<file path="src/rtl/sr_latch_exerciser_if.sv">
// rtl/sr_latch_exerciser_if.sv - control and latch-pin bundle for the SR latch exerciser
//
// Purpose: groups the run-control handshake (start/mode -> busy/done/pass/
// err_count/last_op) and the latch pins (s_out/r_out out, q_in/qn_in back).
// Ports (signals):
//   start, mode        : run request and op-source select (master -> slave)
//   q_in, qn_in        : latch Q/Qn, asynchronous to clk (master -> slave)
//   s_out, r_out       : latch S/R drive (slave -> master)
//   busy, done, pass   : run status (slave -> master)
//   err_count          : saturating mismatch count of the last run
//   last_op            : op code currently or most recently executed
// Modports: slave = the exerciser, master = whatever surrounds it.
interface sr_latch_exerciser_if #(
  parameter int ERR_W = 8
);
  logic             start;
  logic             mode;
  logic             q_in;
  logic             qn_in;
  logic             s_out;
  logic             r_out;
  logic             busy;
  logic             done;
  logic             pass;
  logic [ERR_W-1:0] err_count;
  logic [1:0]       last_op;

  modport master (
    output start, mode, q_in, qn_in,
    input  s_out, r_out, busy, done, pass, err_count, last_op
  );

  modport slave (
    input  start, mode, q_in, qn_in,
    output s_out, r_out, busy, done, pass, err_count, last_op
  );
endinterface

</file>
<file path="src/rtl/sr_latch_exerciser.sv">
// rtl/sr_latch_exerciser.sv - clocked stimulus driver and checker for a NOR SR latch
//
// Purpose: runs NUM_OPS operations against an unclocked SR latch. Each op
// drives S/R for SETTLE_CYCLES, releases for SETTLE_CYCLES, then checks the
// synchronized Q/Qn against the expected latch state for one cycle.
// Ports:
//   clk   : system clock
//   rst_n : asynchronous active-low reset
//   bus   : sr_latch_exerciser_if.slave (start, mode, q_in, qn_in in;
//           s_out, r_out, busy, done, pass, err_count, last_op out)
module sr_latch_exerciser #(
  parameter int SETTLE_CYCLES = 4,
  parameter int NUM_OPS       = 16,
  parameter int ERR_W         = 8
) (
  input logic                clk,
  input logic                rst_n,
  sr_latch_exerciser_if.slave bus
);

  typedef enum logic [2:0] {
    IDLE    = 3'd0,
    DRIVE   = 3'd1,
    RELEASE = 3'd2,
    CHECK   = 3'd3,
    DONE    = 3'd4
  } state_t;

  localparam int              CNT_W    = $clog2(SETTLE_CYCLES);
  localparam logic [CNT_W-1:0] CNT_LAST = CNT_W'(SETTLE_CYCLES - 1);
  localparam logic [15:0]      OPS_N    = 16'(NUM_OPS);
  localparam logic [ERR_W-1:0] ERR_MAX  = '1;
  localparam logic [7:0]       LFSR_SEED = 8'hA5;

  state_t           state, state_n;
  logic [CNT_W-1:0] cnt, cnt_n;
  logic [15:0]      op_idx, op_idx_n;
  logic [7:0]       lfsr, lfsr_n;
  logic             exp_q, exp_q_n;
  logic             exp_valid, exp_valid_n;
  logic             s_q, s_n, r_q, r_n;
  logic             busy_q, busy_n;
  logic             done_q, done_n;
  logic             pass_q, pass_n;
  logic [ERR_W-1:0] err_q, err_n;
  logic [1:0]       last_op_q, last_op_n;

  logic             q_meta, q_sync, qn_meta, qn_sync;

  // Combinational helpers
  logic             load_op;
  logic [15:0]      next_idx;
  logic [15:0]      idx_inc;
  logic [1:0]       op;
  logic             mismatch;

  // Fixed pattern: SET, HOLD, RESET, HOLD
  function automatic logic [1:0] pattern_op(input logic [1:0] idx);
    case (idx)
      2'd0:    return 2'b01;
      2'd2:    return 2'b10;
      default: return 2'b00;
    endcase
  endfunction

  // Fibonacci LFSR, taps 8,6,5,4
  function automatic logic [7:0] lfsr_step(input logic [7:0] l);
    return {l[6:0], l[7] ^ l[5] ^ l[4] ^ l[3]};
  endfunction

  // Q/Qn are asynchronous to clk, so both go through two flops before use
  always_ff @(posedge clk or negedge rst_n) begin
    if (!rst_n) begin
      q_meta  <= 1'b0;
      q_sync  <= 1'b0;
      qn_meta <= 1'b0;
      qn_sync <= 1'b0;
    end else begin
      q_meta  <= bus.q_in;
      q_sync  <= q_meta;
      qn_meta <= bus.qn_in;
      qn_sync <= qn_meta;
    end
  end

  // Q == Qn (invalid latch state) can never satisfy this, so it always counts
  assign mismatch = exp_valid && !((q_sync == exp_q) && (qn_sync == ~exp_q));
  assign idx_inc  = op_idx + 16'd1;

  always_comb begin
    state_n     = state;
    cnt_n       = cnt;
    op_idx_n    = op_idx;
    lfsr_n      = lfsr;
    exp_q_n     = exp_q;
    exp_valid_n = exp_valid;
    s_n         = 1'b0;
    r_n         = 1'b0;
    busy_n      = busy_q;
    done_n      = 1'b0;
    pass_n      = pass_q;
    err_n       = err_q;
    last_op_n   = last_op_q;
    load_op     = 1'b0;
    next_idx    = op_idx;
    op          = 2'b00;

    case (state)
      IDLE: begin
        if (bus.start) begin
          err_n       = '0;
          exp_valid_n = 1'b0;
          op_idx_n    = 16'd0;
          pass_n      = 1'b0;
          busy_n      = 1'b1;
          cnt_n       = '0;
          state_n     = DRIVE;
          load_op     = 1'b1;
          next_idx    = 16'd0;
        end
      end
      DRIVE: begin
        if (cnt == CNT_LAST) begin
          cnt_n   = '0;
          state_n = RELEASE;
        end else begin
          cnt_n = cnt + CNT_W'(1);
          s_n   = s_q;
          r_n   = r_q;
        end
      end
      RELEASE: begin
        if (cnt == CNT_LAST) begin
          cnt_n   = '0;
          state_n = CHECK;
        end else begin
          cnt_n = cnt + CNT_W'(1);
        end
      end
      CHECK: begin
        if (mismatch && (err_q != ERR_MAX)) begin
          err_n = err_q + ERR_W'(1);
        end
        op_idx_n = idx_inc;
        if (idx_inc == OPS_N) begin
          state_n = DONE;
          busy_n  = 1'b0;
          done_n  = 1'b1;
          pass_n  = (err_n == '0);
        end else begin
          state_n  = DRIVE;
          load_op  = 1'b1;
          next_idx = idx_inc;
        end
      end
      DONE: begin
        state_n = IDLE;
      end
      default: begin
        state_n = IDLE;
      end
    endcase

    // Op selection happens on every entry to DRIVE; the decode into S/R can
    // only ever raise one of the two.
    if (load_op) begin
      if (bus.mode) begin
        op     = lfsr[1:0];
        lfsr_n = lfsr_step(lfsr);
      end else begin
        op = pattern_op(next_idx[1:0]);
      end
      last_op_n = op;
      s_n       = (op == 2'b01);
      r_n       = (op == 2'b10);
      if (op == 2'b01) begin
        exp_q_n     = 1'b1;
        exp_valid_n = 1'b1;
      end else if (op == 2'b10) begin
        exp_q_n     = 1'b0;
        exp_valid_n = 1'b1;
      end
    end
  end

  always_ff @(posedge clk or negedge rst_n) begin
    if (!rst_n) begin
      state     <= IDLE;
      cnt       <= '0;
      op_idx    <= 16'd0;
      lfsr      <= LFSR_SEED;
      exp_q     <= 1'b0;
      exp_valid <= 1'b0;
      s_q       <= 1'b0;
      r_q       <= 1'b0;
      busy_q    <= 1'b0;
      done_q    <= 1'b0;
      pass_q    <= 1'b0;
      err_q     <= '0;
      last_op_q <= 2'b00;
    end else begin
      state     <= state_n;
      cnt       <= cnt_n;
      op_idx    <= op_idx_n;
      lfsr      <= lfsr_n;
      exp_q     <= exp_q_n;
      exp_valid <= exp_valid_n;
      s_q       <= s_n;
      r_q       <= r_n;
      busy_q    <= busy_n;
      done_q    <= done_n;
      pass_q    <= pass_n;
      err_q     <= err_n;
      last_op_q <= last_op_n;
    end
  end

  assign bus.s_out     = s_q;
  assign bus.r_out     = r_q;
  assign bus.busy      = busy_q;
  assign bus.done      = done_q;
  assign bus.pass      = pass_q;
  assign bus.err_count = err_q;
  assign bus.last_op   = last_op_q;

endmodule

</file>
<file path="src/flat_wrapper.sv">
// flat-port wrapper written by rule: the top's interface ports become plain ports
module sr_latch_exerciser_flat 
#(
  parameter int SETTLE_CYCLES = 4,
  parameter int NUM_OPS       = 16,
  parameter int ERR_W         = 8
)
  (clk, rst_n, bus_start, bus_mode, bus_q_in, bus_qn_in, bus_s_out, bus_r_out, bus_busy, bus_done, bus_pass, bus_err_count, bus_last_op);
  sr_latch_exerciser_if #(.ERR_W(ERR_W)) bus_i ();
  input logic clk;
  input logic rst_n;
  input wire logic [$bits(bus_i.start)-1:0] bus_start;
  input wire logic [$bits(bus_i.mode)-1:0] bus_mode;
  input wire logic [$bits(bus_i.q_in)-1:0] bus_q_in;
  input wire logic [$bits(bus_i.qn_in)-1:0] bus_qn_in;
  output wire logic [$bits(bus_i.s_out)-1:0] bus_s_out;
  output wire logic [$bits(bus_i.r_out)-1:0] bus_r_out;
  output wire logic [$bits(bus_i.busy)-1:0] bus_busy;
  output wire logic [$bits(bus_i.done)-1:0] bus_done;
  output wire logic [$bits(bus_i.pass)-1:0] bus_pass;
  output wire logic [$bits(bus_i.err_count)-1:0] bus_err_count;
  output wire logic [$bits(bus_i.last_op)-1:0] bus_last_op;
  assign bus_i.start = bus_start;
  assign bus_i.mode = bus_mode;
  assign bus_i.q_in = bus_q_in;
  assign bus_i.qn_in = bus_qn_in;
  assign bus_s_out = bus_i.s_out;
  assign bus_r_out = bus_i.r_out;
  assign bus_busy = bus_i.busy;
  assign bus_done = bus_i.done;
  assign bus_pass = bus_i.pass;
  assign bus_err_count = bus_i.err_count;
  assign bus_last_op = bus_i.last_op;
  sr_latch_exerciser #(.SETTLE_CYCLES(SETTLE_CYCLES), .NUM_OPS(NUM_OPS), .ERR_W(ERR_W)) u_core (.clk(clk), .rst_n(rst_n), .bus(bus_i));
endmodule
</file>
<file path="config.mk">
export PLATFORM = sky130hd
export DESIGN_NAME = sr_latch_exerciser_flat
export DESIGN_NICKNAME = d
export VERILOG_FILES = /design/src/rtl/sr_latch_exerciser_if.sv /design/src/rtl/sr_latch_exerciser.sv /design/src/flat_wrapper.sv
export SDC_FILE = /design/constraint.sdc
export NUM_CORES = 1
export LEC_CHECK = 0
export BUFFER_PORTS_ARGS = -buffer_cell sky130_fd_sc_hd__buf_2
export CAP_MARGIN = 5
export CORE_ASPECT_RATIO = 0.7
export CORE_MARGIN = 2
export CORE_UTILIZATION = 54
export CTS_CLUSTER_SIZE = 20
export DETAILED_ROUTE_END_ITERATION = 10
export PLACE_DENSITY = 0.83
export REMOVE_ABC_BUFFERS = 1
export SYNTH_ARGS = -nofsm -noshare
export SYNTH_HDL_FRONTEND = slang
export SYNTH_SLANG_ARGS = --single-unit
</file>
<file path="constraint.sdc">
create_clock -name clk -period 3.25 [get_ports clk]
set_input_delay 0.325 -clock clk [delete_from_list [all_inputs] [get_ports clk]]
set_output_delay 0.325 -clock clk [all_outputs]
set_load 0.05 [all_outputs]
</file>
==> results.ini, run 1 <==
[final_layout]
nets=352
areaGrowthSynthToFinish_pct=19.94
final_cell_area_mm2=0.003432
drive_above_1_share=0.2895
antennaDiodeCount=0
fin_util=0.6632

[die]
fp-row-count=22
ios=21
start_util=0.5529
dieArea_mm2=0.005907
coreArea_mm2=0.005175
die_width_um=91.01
die_y_um=64.91

[clocking]
clkSlewWorstSetupHoldPaths_ns=0.10
clock_sinks=50
cts_made_buffers=5
clk_path_buf_depth=2
cts-hold-fix-buffers=0
cts-root-buf=clkbuf_8
clock_latency_ns=0.31
cts-htree-levels=2
cts_tree=done

[critical_path]
worstPathCellList=ha_2, buf_6, nand4_1, nor3_2, o211ai_1, a2111o_1, o31ai_4, buf_4, a32oi_4, a21o_1, ha_1, nor2_2, mux2_4
endpoint_kind=flip-flop
cp.depth=13
path_class=reg -> reg
crit_family=compound AO/OA/AOI/OAI gates
critPathBufInv=2
start_kind=flip-flop
worst_r2r_path_depth=13
crit_required_ns=3.45
slowest_delay_ns=0.47
cp_data_arrival_time_ns=3.50
crit_slowest_cell=a2111o_1
crit_fanout=5

[power]
internal-power_mw=1.353
switchingPower_mw=0.9452
pwr_density_cell_mw_per_mm2=669.8
power_leakage_nw=1.454
ir_worst_vdd_mv=0.5385
clkPwrFrac=0.196
power_mw=2.299
sequentialPowerShare=0.357
p_sw_frac=0.4112
pwr-share-comb=0.446

[place]
gp_congestion=0.9278
dp_hpwl_um=4417
io_buffers=20
pre_cts_slack_ns=-0.03065
placed_area_mm2=0.003108

[timing]
slew_viol_final=0
period_minus_slack_ns=3.302
finalSetupViolations=1
slew_headroom=0.2821
setup_slack_ns=-0.05249
skew_ns=0.007107
period_share=1.016
hold_viol=0
grt_setup_unrepaired=true
tightest_slew_ns=1.077
tns_ns=-0.05249
fmax_mhz=302.8

[grt]
grt_pass1_wl_um=11440
grt_start_max_net_pins=51
grt_pass1_vias=2310
grt_overflow=0
track_usage=0.2432
antenna_found_initial=0

[detailed_routing]
routed_wirelength_um=7183
vias_per_cell=6.191
wl_per_cell_um=17.35
drt_iter0_drc=209
drc=0
first_pass_iters=5
drtAntennaViolNets=0
vias=2563

[synth]
synth_top_area_cell=dfrtp_1
syn_area_per_cell_um2=9.538
synth.yosys.seq_area_share=0.4390
synth_ff_type=dfrtp_1
async_flop_share=1.000
synth.most_common_cell=dfrtp_1
yosysWarnings=0
synth-edff-count=0
synth_cells=300
ys_ff_latch=50
synth_area_leaders=dfrtp_1 (40%), o21ai_0 (6.6%), nand2_1 (4.1%)
yosysTopAreaCellShare=0.4023
synthesis.area_mm2=0.002861
synth_cell_type_count=60
synth_common_cells=dfrtp_1 (46), o21ai_0 (38), nand2_1 (31)

[min_path]
hold_class=in -> reg
min_path_cells=1

[run]
drv_cap=0

[outcome]
violations=setup timing
status=complete, but fails checks

[cell families after synthesis]
family,count (synthesis),share of synthesized area
mux,14,0.05335
buf+inv,20,0.03148
simple gates,107,0.1963
xor+xnor,11,0.03367
fa+ha+maj,5,0.02186
compound gates,93,0.2243
flops,50,0.4390
[what timing repair did]
item / 4_1_cts / 5_1_grt
gates resized for setup: 4 / 24
setup endpoints to repair: 1 / 3
hold endpoints to repair: 0 / 0
pin swaps: 2 / 16
setup buffers: 4 / 8
[metrics by stage]
step / std cells / hold WS, ns
6_report: 414 / 0.1102
5_1_grt: 414 / 0.09595
4_1_cts: 406 / 0.1081
3_5_place_dp: 394 / 0.3372
3_3_place_gp: 394 / 0.3331
2_1_floorplan: 285 / 0.02941
[cells in the final DEF, fill, tap and decap left out, types with 5 or more instances in the layout]
cell / instances
nor4_1: 5
nand4_1: 6
nor3_1: 5
o31ai_1: 5
clkbuf_8: 5
o21ai_0: 36
nor2_1: 21
dfrtp_1: 45
nand3_1: 11
mux2_2: 9
xnor2_1: 7
buf_2: 20
a21o_1: 5
inv_1: 5
a21oi_1: 10
nand2_1: 31
buf_4: 25
[worst register-to-register path: cells and delay by family, from the launching register on]
family,cells,cell delay [ns]
AND/OR/NAND/NOR,3,0.53
adder cells (fa/ha/maj),2,0.51
flip-flops,1,0.39
multiplexers,1,0.31
buffers and inverters,2,0.29
AO/OA/AOI/OAI,5,1.13
[layer usage]
layer  up-vias  share of wire  track usage
met5         -              0            0
met4         0          0.015      0.07765
met3        14          0.061      0.03721
met2        98           0.46       0.3685
met1      1257           0.47       0.3599
li1       1194              -            -
[flip-flops by register name, indices dropped and copies added (netlist names), 2 cells and up]
name / flops
u_core.lfsr: 8
u_core.bus.last_op: 2
u_core.op_idx: 16
u_core.state: 3
u_core.bus.err_count: 8
u_core.cnt: 2
[path summary, 6_finish.rpt]
kind	from	to	slack [ns]
max	u_core.op_idx[0]	u_core.exp_q	-0.05
min	bus_q_in	u_core.q_meta	0.11
max reg2reg	u_core.op_idx[0]	u_core.exp_q	-0.05
min reg2reg	u_core.q_meta	u_core.q_sync	0.36
max in group asynchronous	rst_n	u_core.op_idx[5]	2.33
min in group asynchronous	rst_n	u_core.cnt[0]	0.20
[final cells by class]
cell class / instances / area [um^2]
clock buffers: 5 / 68.82
clock inverters: 3 / 43.79
fillers: 401 / 1743
inverters: 5 / 18.77
multi-input cells: 230 / 1620
flip-flops and latches: 50 / 1257
well taps: 72 / 90.09
repair buffers: 49 / 332.8
[power by group through the flow]
stage	sequential (mW)	clock [mW]	combinational [mW]
6_report	0.821	0.452	1.03
5_1_grt	0.837	0.486	1.11
4_1_cts	0.815	0.455	0.915
3_5_place_dp	0.826	0	0.881
3_3_place_gp	0.819	0	0.856
2_1_floorplan	0.952	0	0.480
(Power assumes the default switching activity.)
==> run 2, diff against run 1 <==
--- a/config.mk
+++ b/config.mk
@@ -5,6 +5,7 @@
 export SDC_FILE = /design/constraint.sdc
 export NUM_CORES = 1
 export LEC_CHECK = 0
+export ABC_CLOCK_PERIOD_IN_PS = 3250
 export BUFFER_PORTS_ARGS = -buffer_cell sky130_fd_sc_hd__buf_2
 export CAP_MARGIN = 5
 export CORE_ASPECT_RATIO = 0.7
@@ -13,7 +14,9 @@
 export CTS_CLUSTER_SIZE = 20
 export DETAILED_ROUTE_END_ITERATION = 10
 export PLACE_DENSITY = 0.83
+export RECOVER_POWER = 100
 export REMOVE_ABC_BUFFERS = 1
+export SLEW_MARGIN = 20
 export SYNTH_ARGS = -nofsm -noshare
 export SYNTH_HDL_FRONTEND = slang
 export SYNTH_SLANG_ARGS = --single-unit
==> results.ini, run 2 (synthesis gave the netlist of run 1 again) <==
[critical_path]
crit_required_ns=3.45
path_class=reg -> reg
crit_fanout=5
r2r_end=u_core.exp_q
start_kind=flip-flop
worst_r2r_path_depth=13
worstSetupStartpoint=u_core.op_idx[0]
cp_data_arrival_time_ns=3.48
crit_slowest_cell=a2111o_1
r2r_start=u_core.op_idx[0]
crit_family=compound AO/OA/AOI/OAI gates
rrSetupSlack_ns=-0.03
critPathBufInv=2
slowest_delay_ns=0.47
worstPathCellList=ha_2, buf_6, nand4_1, nor4_2, a31oi_2, a2111o_1, o31ai_4, buf_4, a32oi_4, a21o_1, ha_1, nor2_2, mux2_4
endpoint_kind=flip-flop

[clocking]
clk_path_buf_depth=2
cts_tree=done
cts_made_buffers=5
cts-hold-fix-buffers=0
cts-htree-levels=2
clock_latency_ns=0.31
clock_sinks=50
cts-root-buf=clkbuf_8
clkSlewWorstSetupHoldPaths_ns=0.09

[min_path]
hold_class=in -> reg
holdPathEnd=u_core.q_meta
hp-start=bus_q_in
min_path_cells=1

[grt]
antenna_found_initial=0
grt_pass1_vias=2310
grt_pass1_wl_um=11440
track_usage=0.2432
grt_start_max_net_pins=51
grt_overflow=0

[die]
dieArea_mm2=0.005907
die_y_um=64.91
coreArea_mm2=0.005175
ios=21
start_util=0.5529
fp-row-count=22
die_width_um=91.01

[detailed_routing]
routed_wirelength_um=7204
vias=2595
drc=0
drt_iter0_drc=220
vias_per_cell=6.268
first_pass_iters=5
wl_per_cell_um=17.40
drtAntennaViolNets=0

[outcome]
status=complete, but fails checks
violations=capacitance limit, slew limit, setup timing

[power]
ir_worst_vdd_mv=0.5317
pwr_density_cell_mw_per_mm2=670.7
power_mw=2.286
power_leakage_nw=1.387

[final_layout]
final_common_cell=dfrtp_1
areaGrowthSynthToFinish_pct=19.11
final_cell_area_mm2=0.003408
largest_reg_flops=16
drive_above_1_share=0.2398
top_register=u_core.op_idx
final_cell_mix=dfrtp_1 (45), o21ai_0 (36), nand2_1 (31)
antennaDiodeCount=0
stdcell_count=414
nets=352

[timing]
finalSetupViolations=1
grt_setup_unrepaired=true
period_minus_slack_ns=3.281
hold_ws_ns=0.1124
skew_ns=0.007411
period_share=1.009
setup_slack_ns=-0.03075
slew_headroom=-0.7271
slew_viol_final=51
hold_viol=0
tightest_slew_ns=2.591
fmax_mhz=304.8

[place]
placedCellCount=394
dp_hpwl_um=4417
pre_cts_slack_ns=-0.03065
placed_area_mm2=0.003108
gp_congestion=0.9278
io_buffers=20

[run]
drv_cap=1

==> run 2: report_power, final <==
part / total, mW / internal [mW] / switching, mW
sequential: 0.822 / 0.718 / 0.104
combinational: 1.01 / 0.393 / 0.620
clock: 0.451 / 0.231 / 0.220
total: 2.29 / 1.34 / 0.945
==> run 2: per-layer routing <==
metal  global-route usage  vias up  share of wire
met3              0.03721       16          0.065
met5                    0        -              0
li1                     -     1194              -
met1               0.3599     1274           0.46
met2               0.3685      111           0.46
met4              0.07765        0          0.013
==> run 2: layout make-up <==
class / instances / area, um^2
repair buffers: 49 / 309.0
inverters: 5 / 18.77
multi-input cells: 230 / 1620
flip-flops and latches: 50 / 1257
clock inverters: 3 / 43.79
clock buffers: 5 / 68.82
fillers: 409 / 1767
well taps: 72 / 90.09
==> run 2: worst max path at each step <==
stage,depth (start not counted),end,slack (ns)
after floorplan,11,u_core.exp_q,-0.05
final,13,u_core.exp_q,-0.03
after CTS,11,u_core.exp_q,0.002
after global placement,10,u_core.exp_q,0.09
after global routing,13,u_core.exp_q,-0.16
after detailed placement,11,u_core.exp_q,-0.03
==> run 2: timing repair <==
item / 4_1_cts / 5_1_grt
setup endpoints to repair: 1 / 3
gates resized for setup: 4 / 24
setup buffers: 4 / 8
pin swaps: 2 / 16
==> run 2: stage by stage <==
step / util / setup TNS [ns]
6_report: 0.6586 / -0.03075
5_1_grt: 0.6586 / -0.2781
3_3_place_gp: 0.6006 / 0
4_1_cts: 0.6323 / 0
3_5_place_dp: 0.6006 / -0.03065
2_1_floorplan: - / -0.04628
==> run 3, diff against run 2 <==
--- a/config.mk
+++ b/config.mk
@@ -16,6 +16,7 @@
 export PLACE_DENSITY = 0.83
 export RECOVER_POWER = 100
 export REMOVE_ABC_BUFFERS = 1
+export SETUP_SLACK_MARGIN = 0.2
 export SLEW_MARGIN = 20
 export SYNTH_ARGS = -nofsm -noshare
 export SYNTH_HDL_FRONTEND = slang
==> results.ini, run 3 (synthesis gave the netlist of run 1 again) <==
[outcome]
status=complete, but fails checks
violations=capacitance limit, slew limit, setup timing

[timing]
slew_viol_final=51
fmax_mhz=290.2
tns_ns=-0.4391
skew_ns=0.01168
hold_ws_ns=0.1064
period_share=1.060
finalSetupViolations=3
tightest_slew_ns=2.592
grt_setup_unrepaired=true
setup_slack_ns=-0.1958
hold_viol=0
slew_headroom=-0.7281
period_minus_slack_ns=3.446

[detailed_routing]
vias_per_cell=6.508
first_pass_iters=5
wl_per_cell_um=19.66
drtAntennaViolNets=0
drc=0
routed_wirelength_um=8356
vias=2766
drt_iter0_drc=320

[critical_path]
endpoint_kind=flip-flop
critPathBufInv=3
r2r_end=u_core.exp_q
crit_slowest_cell=dfrtp_1
crit_family=compound AO/OA/AOI/OAI gates
rrSetupSlack_ns=-0.20
start_kind=flip-flop
worst_r2r_path_depth=14
slowest_delay_ns=0.43
worstPathCellList=ha_4, buf_6, nand4_1, buf_4, or2_4, a31oi_4, a2111o_1, o31ai_4, buf_6, a221oi_4, a21o_1, ha_4, nor2_4, mux2_4
r2r_start=u_core.op_idx[0]
crit_fanout=3
crit_required_ns=3.46
cp_data_arrival_time_ns=3.65
path_class=reg -> reg

[die]
start_util=0.5529
die_y_um=64.91
fp-row-count=22
ios=21
dieArea_mm2=0.005907
die_width_um=91.01
coreArea_mm2=0.005175

[min_path]
hold_class=in -> reg
min_path_cells=1
holdPathEnd=u_core.q_meta
hp-start=bus_q_in

[final_layout]
fin_util=0.7009
top_register=u_core.op_idx
antennaDiodeCount=0
nets=363
register_area_mm2=0.001257
drive_above_1_share=0.2748
multi_input_area_mm2=0.001723
final_common_cell=dfrtp_1
stdcell_count=425
areaGrowthSynthToFinish_pct=26.76
final_cell_mix=dfrtp_1 (45), o21ai_0 (36), nand2_1 (30)
nFillCells=378
largest_reg_flops=16

[place]
gp_congestion=0.9278
pre_cts_slack_ns=-0.03065
io_buffers=20
dp_hpwl_um=4417
placedCellCount=394

[clocking]
cts-hold-fix-buffers=0
clkSlewWorstSetupHoldPaths_ns=0.10
clock_sinks=50
cts_tree=done
clock_latency_ns=0.32
cts_made_buffers=5
cts-htree-levels=2
clk_path_buf_depth=2
cts-root-buf=clkbuf_8

[grt]
grt_start_max_net_pins=51
met2_usage=0.3963
gr-max-usage-layer=met2
antenna_found_initial=0
grtUsageMet3=0.03721
grt_overflow=0
grt_pass1_wl_um=12090
track_usage=0.2587
grt_pass1_vias=2400
gr-usage-met1=0.3754

[power]
ir_worst_vdd_mv=0.5169
pwr_density_cell_mw_per_mm2=682.7
power_leakage_nw=1.469

[run]
drv_cap=1

## run 3: worst max-delay path by stage
stage / startpoint / to / slack, ns / depth (start not counted)
2_1_floorplan: u_core.op_idx[0] / u_core.exp_q / -0.05 / 11
3_3_place_gp: u_core.op_idx[6] / u_core.exp_q / 0.09 / 10
3_5_place_dp: u_core.op_idx[0] / u_core.exp_q / -0.03 / 11
4_1_cts: u_core.op_idx[0] / u_core.exp_q / 0.13 / 12
5_1_grt: u_core.op_idx[0] / u_core.exp_q / -0.26 / 14
6_report: u_core.op_idx[0] / u_core.exp_q / -0.20 / 14
## run 3: cell type report
class                   instances  share of cell area
inverters                       5            0.005174
repair buffers                 60              0.1173
well taps                      72             0.02484
clock buffers                   5             0.01897
flip-flops and latches         50              0.3467
multi-input cells             230              0.4750
clock inverters                 3             0.01207
## run 3: per-stage QoR
step / power [mW] / area, um^2
2_1_floorplan: 1.432 / 2790
3_3_place_gp: 1.675 / 3108
3_5_place_dp: 1.707 / 3108
4_1_cts: 2.227 / 3377
5_1_grt: 2.601 / 3627
6_report: 2.476 / 3627
## run 3: repair_timing
item	4_1_cts	5_1_grt
buffers inserted	10	13
resized for setup	18	31
endpoints found under the setup margin	3	6
pin swaps	12	22
## run 3: report_power, final
group / internal [mW] / switching [mW]
registers: 0.718 / 0.114
logic: 0.490 / 0.698
clock network: 0.231 / 0.225
total: 1.44 / 1.04
## run 3: per-layer routing
metal  wire length, um  share of wire
met3               691          0.083
met2              3834           0.46
met4               319          0.038
met5                 0              0
met1              3510           0.42
